<file path="src/rtl/fetch_unit.sv">
// Instruction-fetch stage: one outstanding imem request, a single-entry output buffer, and redirect squash.
// Optional FETCH_STALL_CNT_EN adds stall_cnt/squash_cnt performance counters.

`ifndef INST_WIDTH
`define INST_WIDTH 32
`endif
`ifndef OPCODE_WIDTH
`define OPCODE_WIDTH 7
`endif

module fetch_unit #(
  parameter int                    ADDR_WIDTH = 32,
  parameter logic [ADDR_WIDTH-1:0] RESET_PC   = '0
) (
  input  logic                     clk,
  input  logic                     rst,
  output logic                     imem_req,
  output logic [ADDR_WIDTH-1:0]    imem_addr,
  input  logic                     imem_ready,
  input  logic                     imem_rvalid,
  input  logic [`INST_WIDTH-1:0]   imem_rdata,
  input  logic                     redirect_valid,
  input  logic [ADDR_WIDTH-1:0]    redirect_pc,
  output logic                     inst_valid,
  input  logic                     id_ready,
  output logic [`INST_WIDTH-1:0]   inst,
  output logic [`OPCODE_WIDTH-1:0] opcode,
  output logic [ADDR_WIDTH-1:0]    inst_pc
`ifdef FETCH_STALL_CNT_EN
  ,
  output logic [31:0]              stall_cnt,
  output logic [15:0]              squash_cnt
`endif
);

  typedef enum logic [1:0] {FETCH, WAIT, HOLD, DRAIN} state_t;

  localparam logic [ADDR_WIDTH-1:0] PC_STEP = ADDR_WIDTH'(4);

  state_t                state;
  logic [ADDR_WIDTH-1:0] pc_q;
  logic [ADDR_WIDTH-1:0] req_pc;
  logic                  unused_bits;

  assign unused_bits = ^redirect_pc[1:0];
  assign imem_req    = (state == FETCH) && !rst;
  assign imem_addr   = pc_q;

  // Redirect overrides every state; the next state depends on whether a request is still owed a response.
  always_ff @(posedge clk or posedge rst) begin
    if (rst) begin
      state      <= FETCH;
      pc_q       <= RESET_PC;
      req_pc     <= RESET_PC;
      inst_valid <= 1'b0;
      inst       <= '0;
      opcode     <= '0;
      inst_pc    <= RESET_PC;
    end else if (redirect_valid) begin
      pc_q       <= {redirect_pc[ADDR_WIDTH-1:2], 2'b00};
      inst_valid <= 1'b0;
      case (state)
        FETCH:   state <= imem_ready  ? DRAIN : FETCH;
        WAIT:    state <= imem_rvalid ? FETCH : DRAIN;
        HOLD:    state <= FETCH;
        DRAIN:   state <= imem_rvalid ? FETCH : DRAIN;
        default: state <= FETCH;
      endcase
    end else begin
      case (state)
        FETCH: begin
          if (imem_ready) begin
            req_pc <= pc_q;
            pc_q   <= pc_q + PC_STEP;
            state  <= WAIT;
          end
        end
        WAIT: begin
          if (imem_rvalid) begin
            inst       <= imem_rdata;
            opcode     <= imem_rdata[`OPCODE_WIDTH-1:0];
            inst_pc    <= req_pc;
            inst_valid <= 1'b1;
            state      <= HOLD;
          end
        end
        HOLD: begin
          if (id_ready) begin
            inst_valid <= 1'b0;
            state      <= FETCH;
          end
        end
        DRAIN: begin
          if (imem_rvalid) state <= FETCH;
        end
        default: state <= FETCH;
      endcase
    end
  end

`ifdef FETCH_STALL_CNT_EN
  // A squash is counted only when a buffered or in-flight instruction is actually lost.
  always_ff @(posedge clk or posedge rst) begin
    if (rst) begin
      stall_cnt  <= '0;
      squash_cnt <= '0;
    end else begin
      if (inst_valid && !id_ready) stall_cnt <= stall_cnt + 32'd1;
      if (redirect_valid && (state == HOLD || state == WAIT || (state == FETCH && imem_ready)))
        squash_cnt <= squash_cnt + 16'd1;
    end
  end
`endif

endmodule

</file>
<file path="config.mk">
export PLATFORM = sky130hd
export DESIGN_NAME = fetch_unit
export DESIGN_NICKNAME = d
export VERILOG_FILES = /design/src/rtl/fetch_unit.sv
export SDC_FILE = /design/constraint.sdc
export NUM_CORES = 1
export LEC_CHECK = 0
export ABC_AREA = 1
export BUFFER_PORTS_ARGS = -buffer_cell sky130_fd_sc_hd__buf_2
export CORE_MARGIN = 3
export CORE_UTILIZATION = 24
export CTS_BUF_LIST = sky130_fd_sc_hd__clkbuf_4
export CTS_CLUSTER_SIZE = 16
export DETAILED_ROUTE_END_ITERATION = 16
export PLACE_DENSITY_LB_ADDON = 0.15
export SETUP_SLACK_MARGIN = 0.4
export SLEW_MARGIN = 20
export SYNTH_ARGS = -nofsm -noshare
export SYNTH_HDL_FRONTEND = slang
export SYNTH_SLANG_ARGS = --single-unit
</file>
<file path="constraint.sdc">
create_clock -name clk -period 11.3 [get_ports clk]
set_clock_uncertainty 0.1 [all_clocks]
set_input_delay 1.13 -clock clk [delete_from_list [all_inputs] [get_ports clk]]
set_output_delay 1.13 -clock clk [all_outputs]
set_load 0.02 [all_outputs]
</file>
==> flow_summary.ini <==
[setup_path]
max_stage_delay_ps = 520
critical-path-top-delay-family = buffers and inverters
crit_path_max_fanout = 56
critPathCaptureType = flop
path_buf_inv = 5
reg2reg_to = inst_pc[2]$_DFFE_PP0P_
worstPathRequired_ps = 11660
crit-reg2reg-launch = state[1]$_DFFE_PP0P_
critical_path_arrival_ps = 3690
reg2reg_setup_slack_ps = 9020
reg2reg_depth = 8
critical_path_class = in -> reg
cpMaxStageDelayCell = inv_2
cp-start-kind = input pin
path_cells = buf_2 > inv_2 > nand2_2 > nor2_4 > buf_4 > inv_2 > buf_4 > nand2_1 > o21ai_1

[worst_hold_path]
hold_start = inst[25]$_DFFE_PP0P_
min_path_cells = 2
holdCritPathClass = reg -> reg
min_to = inst[25]$_DFFE_PP0P_

[sta]
period_needed_ps = 3340
fin_crit_sh_pct = 29.5
max-slew-margin-rel_pct = 34.4
max_freq_ghz = 0.300
hold_ws_ps = 375
setup_viol = 0
worst-slew-pin-transition_ps = 983
hold_viol = 0
setup_tns_ps = 0
rsz0062_at_grt = no
finalMaxSlewViolations = 0

[drt]
drc = 0
wire_per_inst_microns = 14.6
ant_nets = 0
finalWirelength_mm = 18.1
dr.first_iter.drc_count = 279
dr.pass1.iters = 4
vias = 5236
vias_per_cell = 4.21

[global_routing]
grt_usage_pct = 14.0
antenna_found_initial = 1
grt_pass1_vias = 5022
grt_max_degree = 75
grt_overflow = 0
grt_pass1_wl_mm = 28.7

[pwr]
power_density_nw_per_um2 = 242
peakVddDrop_v = 0.0000670
p_leak_nw = 3.89

[clocking]
clk_pin_slew_ps = 110
cts_resized = 0
cts_max_path_buffers = 2
cts_tree = built
cts-root-buf = clkbuf_4
holdBufCountCts = 0
cts_buffers = 17
post_cts_buffers = 0
clock-sinks = 125
clk_latency_ps = 530
cts_max_level = 4

[place]
gp_congestion = 0.796
portBuffers = 168
hpwlAfterDp_mm = 12.9

[job]
cap_violations = 0

[floorplanning]
ios = 175
die_y_microns = 162
die_area_sq_um = 26400
die_w_microns = 162
core_sq_um = 23800
fp-row-count = 56
start_util_pct = 24.7

[finish]
fin_nets = 983
drive_gt1_share_pct = 24.2
synthToLayoutAreaGrowth_pct = 23.2

[synth]
syn-mean-instance-area_sq_um = 7.73
ys_seq_area_share_pct = 53.3
ys_types = 30
syn-cell-area_sq_um = 5870
ys_ff_latch = 125
yosys_warnings = 0
syn_inst = 759

[outcome]
status = finished, final reports clean
-- cells in the mapped netlist (all sizes together) --
library cell  number  share of area (%)
nand2            336                 22
dfrtp            125                 53
nor2              67                4.8
inv               54                3.5
o21ai             44                3.8
nand3             38                3.3
buf               31                3.4
a21oi             21                1.8
clkbuf            11               0.70
o211ai             8                1.0
nand4              6               0.64
and2               3               0.32
o22ai              3               0.32
a31oi              2               0.21
nor3               2               0.17
xor2               2               0.30
a22oi              1               0.13
clkinv             1              0.064
conb               1              0.064
ha                 1               0.21
o21bai             1               0.13
o31ai              1               0.13
-- per-layer routing --
layer / GRT usage (%) / up-vias / share of wire (%)
met5: 0 / - / 0
met4: 3.92 / 0 / 1.5
met3: 3.99 / 15 / 5.8
met2: 20.9 / 146 / 44
met1: 19.9 / 2402 / 49
li1: - / 2673 / -
-- flip-flops by register name, indices dropped and copies added, names as in the netlist --
register,count
inst,32
imem_addr,30
inst_pc,30
req_pc,30
state,2
inst_valid,1
-- logic make-up (layout without fill, tap and decap cells) --
logic type | after synthesis | after routing | synth area share (%)
buffers and inverters | 97 | 260 | 7.64
and+or+nand+nor | 452 | 452 | 31.0
AOI/OAI and AO/OA | 81 | 81 | 7.49
other | 1 | 5 | 0.0639
DFF | 125 | 125 | 53.3
adders and majority gates | 1 | 1 | 0.213
xor gates and xnor gates | 2 | 2 | 0.299
-- area by class of cell --
type                    instances  area, sq um
diodes                          1         2.50
clock inverters                15          178
repair buffers                173          878
clock buffers                  17          128
inverters                      55          211
fillers                      2629        16500
well taps                     319          399
multi-input cells             540         2300
flip-flops and latches        125         3130
-- layout by cell type, fill, tap and decap left out --
master      netlist  layout
nand2_1         332     332
buf_2            16     168
dfrtp_1         125     125
nor2_1           58      58
inv_1            48      47
nand3_1          37      37
o21ai_0          28      28
a21oi_1          21      21
clkbuf_4          0      17
o21ai_1          16      16
o211ai_1          8       8
nor2_2            7       7
clkinv_2          0       7
inv_2             6       6
nand4_1           6       6
buf_4            13       5
nand2_2           4       4
conb_1            1       4
bufinv_16         0       4
clkinv_1          1       3
o22ai_1           3       3
and2_1            3       3
nor2_4            2       2
nor3_1            2       2
a31oi_1           2       2
xor2_1            2       2
clkinvlp_4        0       2
diode_2           0       1
nand3_2           1       1
inv_6             0       1
o31ai_1           1       1
o21bai_1          1       1
a22oi_1           1       1
ha_1              1       1
-- how the worst max path moves through the flow --
| stage | startpoint | to | slack, ps | depth (start not counted) |
|---|---|---|---|---|
| 2_1_floorplan | rst | imem_addr[10]$_DFFE_PP0P_ | 6740 | 1 |
| 3_3_place_gp | redirect_valid | inst_pc[2]$_DFFE_PP0P_ | 7300 | 9 |
| 3_5_place_dp | redirect_valid | inst_pc[2]$_DFFE_PP0P_ | 7300 | 9 |
| 4_1_cts | redirect_valid | inst_pc[2]$_DFFE_PP0P_ | 7910 | 9 |
| 5_1_grt | redirect_valid | inst[4]$_DFFE_PP0P_ | 7720 | 9 |
| 6_report | redirect_valid | inst_pc[2]$_DFFE_PP0P_ | 7960 | 9 |
-- per-stage QoR --
stage / setup slack, ps / std cells / power, mW / utilization (%) / instance area (sq um)
floorplan: 6740 / 762 / 1.19 / - / 5880
global placement: 7300 / 1212 / 1.42 / 29.1 / 6920
detailed placement: 7300 / 1212 / 1.43 / 29.1 / 6920
CTS: 7910 / 1244 / 1.79 / 30.4 / 7220
global route: 7720 / 1245 / 1.90 / 30.4 / 7230
finish: 7960 / 1245 / 1.75 / 30.4 / 7230
-- power breakdown --
group	leakage, nW	internal (mW)	switching [mW]
clock	0.166	0.171	0.176
combinational	2.19	0.209	0.452
sequential	1.54	0.624	0.114
-- worst reg2reg max path: cells and delay by family, from the launching register on --
family	cells	cell delay [ps]
buffers and inverters	3	980
AND/OR/NAND/NOR	4	520
flip-flops	1	510
AO/OA/AOI/OAI	1	60
Note: power is estimated with default switching activity, not from simulation.
